`src/rtl/systolic_seq_ctrl.sv`:
```
// Sequencer for an output-stationary ROWS x COLS systolic array.
// Each pass loads the bias into every PE, streams k_len operand columns
// through the skewed array, waits for the wavefront to drain into the far
// corner PE, then offers the result rows one at a time on a valid/ready
// handshake. All outputs are registered and are computed from the next-state
// values, so they line up with the state register.
module systolic_seq_ctrl #(
    parameter int ROWS = 4,
    parameter int COLS = 4,
    parameter int KMAX = 16,
    localparam int KW = $clog2(KMAX + 1),
    localparam int RW = (ROWS > 1) ? $clog2(ROWS) : 1
) (
    input  logic          clk,
    input  logic          rst,
    input  logic          start,
    input  logic [KW-1:0] k_len,
    input  logic          abort,
    output logic          busy,
    output logic          done,
    output logic          load_bias,
    output logic          feed_en,
    output logic [KW-1:0] feed_k,
    output logic          res_valid,
    output logic [RW-1:0] res_row,
    input  logic          res_ready
);

    // Cycle counter must reach the longest stream (KMAX + skew) without wrapping.
    localparam int CW   = $clog2(KMAX + ROWS + COLS + 1);
    // Extra cycles the last operand needs to reach PE(ROWS-1, COLS-1).
    localparam int SKEW = ROWS + COLS - 2;

    typedef enum logic [1:0] {
        IDLE   = 2'd0,
        LOAD   = 2'd1,
        STREAM = 2'd2,
        OUT    = 2'd3
    } state_t;

    state_t          state_q, state_d;
    logic [CW-1:0]   cnt_q, cnt_d;
    logic [RW-1:0]   row_q, row_d;
    logic [KW-1:0]   klat_q, klat_d;

    logic            busy_q, busy_d;
    logic            done_q, done_d;
    logic            load_bias_q, load_bias_d;
    logic            feed_en_q, feed_en_d;
    logic [KW-1:0]   feed_k_q, feed_k_d;
    logic            res_valid_q, res_valid_d;

    logic [CW-1:0]   stream_len;
    logic            stream_last;
    logic            last_row;

    // A depth above KMAX would overrun the counter; treat it as KMAX.
    function automatic logic [KW-1:0] clamp_k(input logic [KW-1:0] k);
        return (k > KW'(KMAX)) ? KW'(KMAX) : k;
    endfunction

    assign stream_len  = CW'(klat_q) + CW'(SKEW);
    assign stream_last = (cnt_q == stream_len - CW'(1));
    assign last_row    = (row_q == RW'(ROWS - 1));

    // Next-state, counter and registered-output computation.
    always_comb begin
        state_d = state_q;
        cnt_d   = cnt_q;
        row_d   = row_q;
        klat_d  = klat_q;
        done_d  = 1'b0;

        case (state_q)
            IDLE: begin
                if (start) begin
                    klat_d  = clamp_k(k_len);
                    cnt_d   = '0;
                    row_d   = '0;
                    state_d = LOAD;
                end
            end
            LOAD: begin
                cnt_d = '0;
                row_d = '0;
                // A 1x1 array with no operands has nothing to stream or drain.
                if (stream_len == '0) begin
                    state_d = OUT;
                end else begin
                    state_d = STREAM;
                end
            end
            STREAM: begin
                if (stream_last) begin
                    cnt_d   = '0;
                    row_d   = '0;
                    state_d = OUT;
                end else begin
                    cnt_d = cnt_q + CW'(1);
                end
            end
            OUT: begin
                if (res_ready) begin
                    if (last_row) begin
                        row_d   = '0;
                        done_d  = 1'b1;
                        state_d = IDLE;
                    end else begin
                        row_d = row_q + RW'(1);
                    end
                end
            end
            default: begin
                state_d = IDLE;
            end
        endcase

        // Cancel wins over everything once a pass is running; in IDLE a
        // concurrent start is still honoured.
        if (abort && (state_q != IDLE)) begin
            state_d = IDLE;
            cnt_d   = '0;
            row_d   = '0;
            done_d  = 1'b0;
        end

        busy_d      = (state_d != IDLE);
        load_bias_d = (state_d == LOAD);
        feed_en_d   = (state_d == STREAM) && (cnt_d < CW'(klat_d));
        feed_k_d    = feed_en_d ? KW'(cnt_d) : '0;
        res_valid_d = (state_d == OUT);
    end

    // State, counters and output registers; reset clears every one of them.
    always_ff @(posedge clk or posedge rst) begin
        if (rst) begin
            state_q     <= IDLE;
            cnt_q       <= '0;
            row_q       <= '0;
            klat_q      <= '0;
            busy_q      <= 1'b0;
            done_q      <= 1'b0;
            load_bias_q <= 1'b0;
            feed_en_q   <= 1'b0;
            feed_k_q    <= '0;
            res_valid_q <= 1'b0;
        end else begin
            state_q     <= state_d;
            cnt_q       <= cnt_d;
            row_q       <= row_d;
            klat_q      <= klat_d;
            busy_q      <= busy_d;
            done_q      <= done_d;
            load_bias_q <= load_bias_d;
            feed_en_q   <= feed_en_d;
            feed_k_q    <= feed_k_d;
            res_valid_q <= res_valid_d;
        end
    end

    assign busy      = busy_q;
    assign done      = done_q;
    assign load_bias = load_bias_q;
    assign feed_en   = feed_en_q;
    assign feed_k    = feed_k_q;
    assign res_valid = res_valid_q;
    assign res_row   = row_q;

endmodule

```
`config.mk`:
```
export PLATFORM = sky130hd
export DESIGN_NAME = systolic_seq_ctrl
export DESIGN_NICKNAME = d
export VERILOG_FILES = /design/src/rtl/systolic_seq_ctrl.sv
export SDC_FILE = /design/constraint.sdc
export NUM_CORES = 1
export LEC_CHECK = 0
export BUFFER_PORTS_ARGS = -buffer_cell sky130_fd_sc_hd__buf_2
export CORE_ASPECT_RATIO = 1.5
export CORE_MARGIN = 4
export CORE_UTILIZATION = 44
export DETAILED_ROUTE_END_ITERATION = 10
export GPL_TIMING_DRIVEN = 1
export PLACE_DENSITY = 0.63
export SETUP_SLACK_MARGIN = 0.15
export SLEW_MARGIN = 20
export SYNTH_ARGS = -nofsm -noshare
export SYNTH_HDL_FRONTEND = slang
export SYNTH_SLANG_ARGS = --single-unit
```
`constraint.sdc`:
```
create_clock -name clk -period 7.89 [get_ports clk]
set_input_delay 1.9725 -clock clk [delete_from_list [all_inputs] [get_ports clk]]
set_output_delay 1.9725 -clock clk [all_outputs]
set_load 0.02 [all_outputs]
```
==> impl_metrics.ini, run 1 <==
[clocking]
cts_setup_buffers = 0
cts_buffers = 3
htree_levels = 1
clock_latency_ns = 0.26
cts_buffer_depth = 2
post_cts_resized = 0
cts-root-buf = clkbuf_8
clk_pin_slew_worst_paths_ns = 0.08
clock_sinks = 24
cts_hold_buf = 0
cts_tree = done

[pwr]
p_sw_mw = 0.194
vdd_drop_max_v = 0.000171
p_comb_share_pct = 45.7
clkPwrFrac_pct = 17.3
p_int_mw = 0.283
p_sw_share_pct = 40.8
powerDensity_nw_per_um2 = 286
leakage_nw = 0.849
total_power_mw = 0.477
seqPwrFrac_pct = 37.0

[run_status]
status = finished clean

[setup_path]
rrSetupSlack_ns = 4.23
path_depth = 10
reg2reg_to = feed_k[2]
critical_path_arrival_ns = 4.38
cp_slowest_cell = or3b_1
crit_top_cell = a21o_1
crit_chain = buf_2, or3b_1, o21a_1, ha_1, a21o_1, a21o_1, a211o_1, nor3_2, o21ai_2, nor3_1
crit_end = feed_k[2]
max_stage_delay_ns = 0.55
reg2reg_from = klat_q[1]
cp_max_fo = 10
crit_path_end_kind = flip-flop
cp-start-kind = primary input
r2r_cells = 15
crit_buf_inv = 1
cp-startpoint = start
setup.worst_path.class = primary input to flip-flop
cp.required_ns = 8.07
crit_family = compound AO/OA/AOI/OAI gates

[die]
fp-row-count = 25
fp.dieW_um = 55.6
die_h_um = 79.4
core-area_um2 = 3220
pin_count = 22
die-area_um2 = 4420
initial_core_util_pct = 46.4

[synthesis]
ys_warn_count = 0
yosysSeqAreaShare_pct = 40.1
ys_ff_latch = 24
netlist_area_um2 = 1500
synth_edf_count = 0
synthXorXnorAreaFrac_pct = 6.86
synth_top_family_by_area = simple AND/OR/NAND/NOR gates
synth-simple-area-share_pct = 19.9
synth_compound_area_share_pct = 16.0
synthMuxAreaShare_pct = 2.17
synth_cell_type_count = 47
synthCells = 148
avgSynthCellArea_um2 = 10.1
syn_nets = 168
synth_flop_cell = dfrtp_1
synthAdderAreaFrac_pct = 8.36
async_flop_share_pct = 100

[timing]
fmax_mhz = 238
finalCritPeriodShare_pct = 53.3
fin_crit_ns = 4.21
rsz0062_at_grt = no
finalHoldViolCount = 0
fin_ws_ns = 3.68
clock_skew_ns = 0.00259
setup_violations = 0
worst_pin_slew_ns = 0.884
tns_ns = 0
relSlewSlack_pct = 41.0
final-max-slew-violation-count = 0

[finish]
layout-drive-gt1-share_pct = 24.3
fin_nets = 190
fin_util_pct = 51.8
n_antenna_cell = 0
final_cell_mix = 24 x dfrtp_1, 21 x buf_2, 16 x inv_1
area_growth_pct = 11.5
fin_cells = 209
layout_commonest_cell = dfrtp_1

[drt]
firstDrtPassIters = 4
drtAntennaViolNets = 0
wire_per_inst_um = 15.5
viasPerCell = 5.56
drtIter0Drc = 46
postRouteWirelength_mm = 3.25
num_vias = 1163
drc_errors = 0

[global_routing]
grt-ovfl-total = 0
grt_pass1_wl_mm = 5.48
antenna_found_initial = 0
grt_max_degree = 25
grt_pass1_vias = 1177
grtUsageTotal_pct = 15.9

[placement]
hpwl_mm = 2.65
post-place-ws_ns = 3.38
placedCellCount = 205
port_buffers = 21
gp_congestion = 0.867

[hold_path]
hold_class = flip-flop to flip-flop

[flow_run]
maxCapViolCount = 0
==> cells by family (layout without fill, tap and decap cells) <==
logic type	count (synthesis)	after routing
and+or+nand+nor	52	52
AOI/OAI and AO/OA	30	30
DFF	24	24
buffers and inverters	20	41
adders and majority gates	10	10
xor gates and xnor gates	10	10
muxes	2	2
==> cells in the mapped netlist (2+ instances only) <==
cell type / count / area (µm²)
a211oi_2: 2 / 25.0
a21o_1: 2 / 15.0
a21oi_1: 2 / 10.0
a311oi_1: 2 / 17.5
and3_1: 2 / 12.5
buf_6: 3 / 33.8
dfrtp_1: 24 / 601
ha_1: 10 / 125
inv_1: 16 / 60.1
nand2_1: 11 / 41.3
nand2b_1: 4 / 25.0
nand3_1: 8 / 40.0
nand4_1: 4 / 25.0
nand4b_1: 2 / 17.5
nor2_1: 8 / 30.0
nor3_1: 4 / 20.0
o21a_1: 3 / 22.5
o21ai_0: 5 / 25.0
xnor2_1: 5 / 43.8
xor2_1: 4 / 35.0
==> worst min-delay path by stage <==
stage	from	depth (start not counted)	slack [ns]	end
after floorplan	klat_q[4]	2	0.54	klat_q[4]
after global placement	res_row[0]	2	0.57	res_row[0]
after detailed placement	res_row[1]	2	0.57	res_row[1]
after CTS	res_row[1]	2	0.58	res_row[1]
after global routing	res_row[1]	2	0.67	res_row[1]
final	res_row[1]	2	0.58	res_row[1]
==> stage by stage <==
| stage | hold slack, ns | cell area (µm²) |
|---|---|---|
| 2_1_floorplan | 0.545 | 1500 |
| 3_3_place_gp | 0.569 | 1610 |
| 3_5_place_dp | 0.570 | 1610 |
| 4_1_cts | 0.583 | 1670 |
| 5_1_grt | 0.666 | 1670 |
| 6_report | 0.578 | 1670 |
==> worst reg2reg max path, cell delays in order, from the launching register on <==
cell and delay (ns):
dfrtp_1 0.49, inv_1 0.08, ha_1 0.25, xor2_1 0.27
xor3_1 0.19, and4_4 0.25, nand4_1 0.08, a32oi_1 0.31
nor2_1 0.13, ha_1 0.36, a21o_1 0.19, a21o_1 0.18
a211o_1 0.29, nor3_2 0.17, o21ai_2 0.13, nor3_1 0.21
==> cell type report <==
class                   count  area [µm²]
fillers                   312        1550
clock buffers               4        55.1
flip-flops and latches     24         601
repair buffers             21         105
inverters                  16        60.1
multi-input cells         104         797
well taps                  40        50.0
==> routing by layer <==
metal	part of all wire, %	global-route usage (%)
met1	38	17.6
met2	56	30.1
met3	2.7	1.62
met4	3.0	7.06
met5	0	0
==> registers in the layout, indices dropped and copies added, names as in the netlist <==
signal / count
cnt_q: 5
feed_en: 1
feed_k: 5
load_bias: 1
klat_q: 5
state_q: 2
res_row: 2
done: 1
busy: 1
res_valid: 1
==> power groups by stage <==
| stage | clock network [mW] | registers [mW] | logic, mW |
|---|---|---|---|
| 6_report | 0.0823 | 0.176 | 0.218 |
| 5_1_grt | 0.0909 | 0.181 | 0.241 |
| 4_1_cts | 0.0848 | 0.177 | 0.221 |
| 3_5_place_dp | 0 | 0.179 | 0.220 |
| 3_3_place_gp | 0 | 0.177 | 0.214 |
| 2_1_floorplan | 0 | 0.177 | 0.176 |
(Power assumes the default switching activity.)
==> inputs of run 2 (changes only) <==
--- a/config.mk
+++ b/config.mk
@@ -11,7 +11,7 @@
 export CORE_UTILIZATION = 44
 export DETAILED_ROUTE_END_ITERATION = 10
 export GPL_TIMING_DRIVEN = 1
-export PLACE_DENSITY = 0.63
+export PLACE_DENSITY = 0.66
 export SETUP_SLACK_MARGIN = 0.15
 export SLEW_MARGIN = 20
 export SYNTH_ARGS = -nofsm -noshare
==> constraint.sdc (replaced) <==
create_clock -name clk -period 3.4 [get_ports clk]
set_input_delay 0.85 -clock clk [delete_from_list [all_inputs] [get_ports clk]]
set_output_delay 0.85 -clock clk [all_outputs]
set_load 0.02 [all_outputs]
==> impl_metrics.ini, run 2 (synthesis gave the netlist of run 1 again) <==
[die]
fp.dieW_um = 55.6
initial_core_util_pct = 46.4
die-area_um2 = 4420
pin_count = 22
die_h_um = 79.4
core-area_um2 = 3220
fp-row-count = 25

[hold_path]
min_to = res_row[1]
hold_start = res_row[1]
hold_class = flip-flop to flip-flop
min_path_cells = 2

[clocking]
cts-root-buf = clkbuf_8
clock_sinks = 24
cts_tree = done
cts_buffers = 3
htree_levels = 1
clock_latency_ns = 0.26
clk_pin_slew_worst_paths_ns = 0.08
cts_buffer_depth = 2

[drt]
viasPerCell = 5.50
firstDrtPassIters = 4
num_vias = 1315
drtIter0Drc = 44
drc_errors = 0
wire_per_inst_um = 16.8
drtAntennaViolNets = 0
postRouteWirelength_mm = 4.01

[setup_path]
crit_path_end_kind = flip-flop
cp.required_ns = 3.57
cp-start-kind = flip-flop
crit_top_cell = a21o_1
reg2reg_to = feed_k[4]
rrSetupSlack_ns = 0.05
r2r_cells = 15
critical_path_arrival_ns = 3.52
crit_chain = buf_6, ha_4, a21boi_2, xor3_1, and4_4, nand4_1, a32oi_2, nor2_1, ha_1, a21o_1, a21o_1, a211o_1, nor3_2, o21ai_4, a211oi_2
cp_max_fo = 6
crit_family = compound AO/OA/AOI/OAI gates
crit_buf_inv = 1
reg2reg_from = klat_q[1]
cp_slowest_cell = dfrtp_2
max_stage_delay_ns = 0.46
setup.worst_path.class = flip-flop to flip-flop

[timing]
fmax_mhz = 298
fin_crit_ns = 3.35
worst_pin_slew_ns = 0.901
final-max-slew-violation-count = 0
setup_violations = 0
finalCritPeriodShare_pct = 98.5
finalHoldViolCount = 0
fin_ws_ns = 0.0496
rsz0062_at_grt = yes
relSlewSlack_pct = 39.9
clock_skew_ns = 0.00178

[finish]
final_cell_mix = 23 x dfrtp_1, 21 x buf_2, 17 x buf_4
fin_area_um2 = 2040
layout-drive-gt1-share_pct = 41.7
area_growth_pct = 36.5
fin_nets = 220
n_antenna_cell = 0
fin_cells = 239
layout_commonest_cell = dfrtp_1
fin_util_pct = 63.4

[global_routing]
grt-ovfl-total = 0
grt_pass1_vias = 1400
grt_pass1_wl_mm = 6.45
grt_max_degree = 25
grtUsageTotal_pct = 18.5
antenna_found_initial = 0

[pwr]
powerDensity_nw_per_um2 = 676
total_power_mw = 1.38
vdd_drop_max_v = 0.000511
leakage_nw = 1.02

[run_status]
status = finished clean

[flow_run]
maxCapViolCount = 0

[placement]
gp_congestion = 0.831
hpwl_mm = 2.55
placed_area_um2 = 1650
post-place-ws_ns = -0.126
port_buffers = 21
placedCellCount = 210
[run 2: changes by cell type in the layout (fill, tap and decap cells not counted), sizes merged]
| cell | previous run | this run |
|---|---|---|
| bufinv | 0 | 1 |
| buf | 21 | 51 |
| clkbuf | 4 | 3 |
[run 2: worst max-delay path by stage]
stage	end	start	slack, ns	cells after the start
floorplan	feed_k[3]	klat_q[1]	0.25	15
global placement	feed_k[4]	klat_q[1]	0.007	15
detailed placement	feed_k[4]	klat_q[1]	-0.13	15
CTS	feed_k[4]	klat_q[1]	0.15	15
global route	feed_k[4]	klat_q[1]	-0.07	16
finish	feed_k[4]	klat_q[1]	0.05	15
[run 2: power breakdown]
part | switching (mW) | internal [mW] | total (mW)
logic | 0.372 | 0.349 | 0.721
clock network | 0.0875 | 0.157 | 0.245
registers | 0.0730 | 0.341 | 0.414
[run 2: metrics by stage]
| stage | hold WS [ns] | setup TNS [ns] |
|---|---|---|
| 6_report | 0.570 | 0 |
| 4_1_cts | 0.576 | 0 |
| 3_3_place_gp | 0.565 | 0 |
| 2_1_floorplan | 0.545 | 0 |
| 5_1_grt | 0.642 | -0.143 |
| 3_5_place_dp | 0.551 | -0.303 |
[run 2: area by class of cell]
| class | count | area (µm²) |
|---|---|---|
| clock inverter | 1 | 30.0 |
| timing repair buffer | 51 | 379 |
| multi-input combinational | 104 | 880 |
| inverter | 16 | 60.1 |
| tap | 40 | 50.0 |
| fill | 258 | 1180 |
| clock buffer | 3 | 41.3 |
| sequential | 24 | 602 |
[run 2: metal layers]
layer / up-vias / wire, µm / part of all wire [%] / GRT usage (%)
met4: 0 / 164 / 4.1 / 9.00
li1: 623 / - / - / -
met1: 649 / 1520 / 38 / 20.0
met2: 29 / 2240 / 56 / 35.5
met3: 14 / 81 / 2.0 / 1.62
met5: - / 0 / 0 / 0
[run 2: repair_timing]
action / CTS / global route
resized for setup: 15 / 15
hold buffers: 0 / 0
hold endpoints to repair: 0 / 0
endpoints found under the setup margin: 6 / 7
setup buffers: 17 / 8
pin swaps: 15 / 6
[run 2: worst register-to-register path, stage by stage, from the launching register on]
cell and delay [ns]:
dfrtp_2 0.46, buf_6 0.14, ha_4 0.14, a21boi_2 0.15, xor3_1 0.27, and4_4 0.21, nand4_1 0.09, a32oi_2 0.27
nor2_1 0.10, ha_1 0.31, a21o_1 0.21, a21o_1 0.16, a211o_1 0.26, nor3_2 0.17, o21ai_4 0.13, a211oi_2 0.19
==> inputs of run 3 (changes only) <==
--- a/config.mk
+++ b/config.mk
@@ -11,7 +11,7 @@
 export CORE_UTILIZATION = 44
 export DETAILED_ROUTE_END_ITERATION = 10
 export GPL_TIMING_DRIVEN = 1
-export PLACE_DENSITY = 0.66
+export PLACE_DENSITY = 0.65
 export SETUP_SLACK_MARGIN = 0.15
 export SLEW_MARGIN = 20
 export SYNTH_ARGS = -nofsm -noshare
==> impl_metrics.ini, run 3 (synthesis gave the netlist of run 1 again) <==
[run_status]
status = finished clean

[global_routing]
grt-ovfl-total = 0
grt_pass1_vias = 1299
grtUsageMet3_pct = 2.10
grt_pass1_wl_mm = 5.82
met2_usage_pct = 30.7
grt_max_degree = 25
busiest_layer = met2
grtUsageTotal_pct = 16.6
antenna_found_initial = 0
use_met1_pct = 18.4

[drt]
drtIter0Drc = 33
num_vias = 1213
drtAntennaViolNets = 0
postRouteWirelength_mm = 3.41
viasPerCell = 5.46
drc_errors = 0
firstDrtPassIters = 4
wire_per_inst_um = 15.4

[flow_run]
maxCapViolCount = 0

[die]
initial_core_util_pct = 46.4
die-area_um2 = 4420
pin_count = 22
fp.dieW_um = 55.6
fp-row-count = 25
core-area_um2 = 3220
die_h_um = 79.4

[setup_path]
crit_end = feed_k[1]
setup.worst_path.class = flip-flop to flip-flop
cp-startpoint = klat_q[1]
critical_path_arrival_ns = 3.47
cp-start-kind = flip-flop
cp.required_ns = 3.59
reg2reg_from = klat_q[1]
crit_path_end_kind = flip-flop
reg2reg_to = feed_k[1]
r2r_cells = 15
cp_max_fo = 6
rrSetupSlack_ns = 0.12

[clocking]
clock_latency_ns = 0.27
clk_pin_slew_worst_paths_ns = 0.08
cts-root-buf = clkbuf_8
cts_tree = done
cts_buffers = 3
htree_levels = 1
cts_buffer_depth = 2
clock_sinks = 24

[finish]
n_antenna_cell = 0
final_cell_mix = 23 x dfrtp_1, 21 x buf_2, 14 x inv_1
area_growth_pct = 24.3
layout-drive-gt1-share_pct = 36.3
fin_nets = 203
layout_commonest_cell = dfrtp_1
fin_cells = 222

[pwr]
vdd_drop_max_v = 0.000559
leakage_nw = 0.923
total_power_mw = 1.31
powerDensity_nw_per_um2 = 706

[timing]
fin_crit_ns = 3.28
clock_skew_ns = 0.00368
finalHoldViolCount = 0
relSlewSlack_pct = 41.1
final-max-slew-violation-count = 0
fin_ws_ns = 0.124
setup_violations = 0
finalCritPeriodShare_pct = 96.4
tns_ns = 0
fmax_mhz = 305
worst_pin_slew_ns = 0.883
rsz0062_at_grt = yes

[placement]
placedCellCount = 211
port_buffers = 21
gp_congestion = 0.863
hpwl_mm = 2.59
post-place-ws_ns = -0.104

[hold_path]
min_path_cells = 2
hold_class = flip-flop to flip-flop
-- run 3: cell types whose count changed in the layout (fill, tap and decap cells not counted), sizes merged --
cell and change:
buf -17
-- run 3: routing by layer --
layer	wire length [µm]	vias up
met5	0	-
met4	125	0
met1	1350	592
li1	-	589
met2	1850	21
met3	88	11
-- run 3: what timing repair did --
item                                    4_1_cts  5_1_grt
pin swaps                                     6        1
setup buffers                                 6        1
cloned                                        0        0
hold buffers                                  0        0
resized for setup                             7       10
endpoints found under the setup margin        6        6
-- run 3: report_power, final --
part | internal (mW) | switching [mW]
sequential | 0.341 | 0.0673
clock | 0.157 | 0.0907
combinational | 0.309 | 0.349
total | 0.807 | 0.507
-- run 3: layout make-up --
class | count | area (µm²)
clock buffers | 3 | 41.3
fillers | 301 | 1360
well taps | 40 | 50.0
multi-input cells | 104 | 875
flip-flops and latches | 24 | 602
repair buffers | 34 | 203
clock inverters | 1 | 30.0
inverters | 16 | 60.1
-- run 3: worst min-delay path by stage --
stage	slack [ns]	from	to
after floorplan	0.54	klat_q[4]	klat_q[4]
after global placement	0.56	res_row[0]	res_row[0]
after detailed placement	0.57	res_row[1]	res_row[1]
after CTS	0.58	res_row[1]	res_row[1]
after global routing	0.61	res_row[1]	res_row[1]
final	0.57	res_row[1]	res_row[1]
-- run 3: through the flow --
stage | area [µm²] | hold slack, ns | util [%]
after global placement | 1660 | 0.564 | 51.5
after global routing | 1860 | 0.613 | 57.7
after CTS | 1810 | 0.577 | 56.2
after detailed placement | 1660 | 0.572 | 51.5
final | 1860 | 0.573 | 57.7
after floorplan | 1500 | 0.545 | -
-- run 3: worst max-delay path: stages, from the launching register on --
cell	delay, ns
dfrtp_2	0.45
inv_2	0.07
ha_4	0.18
xor2_2	0.18
xor3_1	0.20
and4_4	0.24
nand4_1	0.10
a32oi_2	0.27
nor2_2	0.07
ha_1	0.31
a21o_1	0.17
a21o_1	0.17
a211o_1	0.32
nor3_4	0.16
o21ai_4	0.12
nor3b_2	0.18
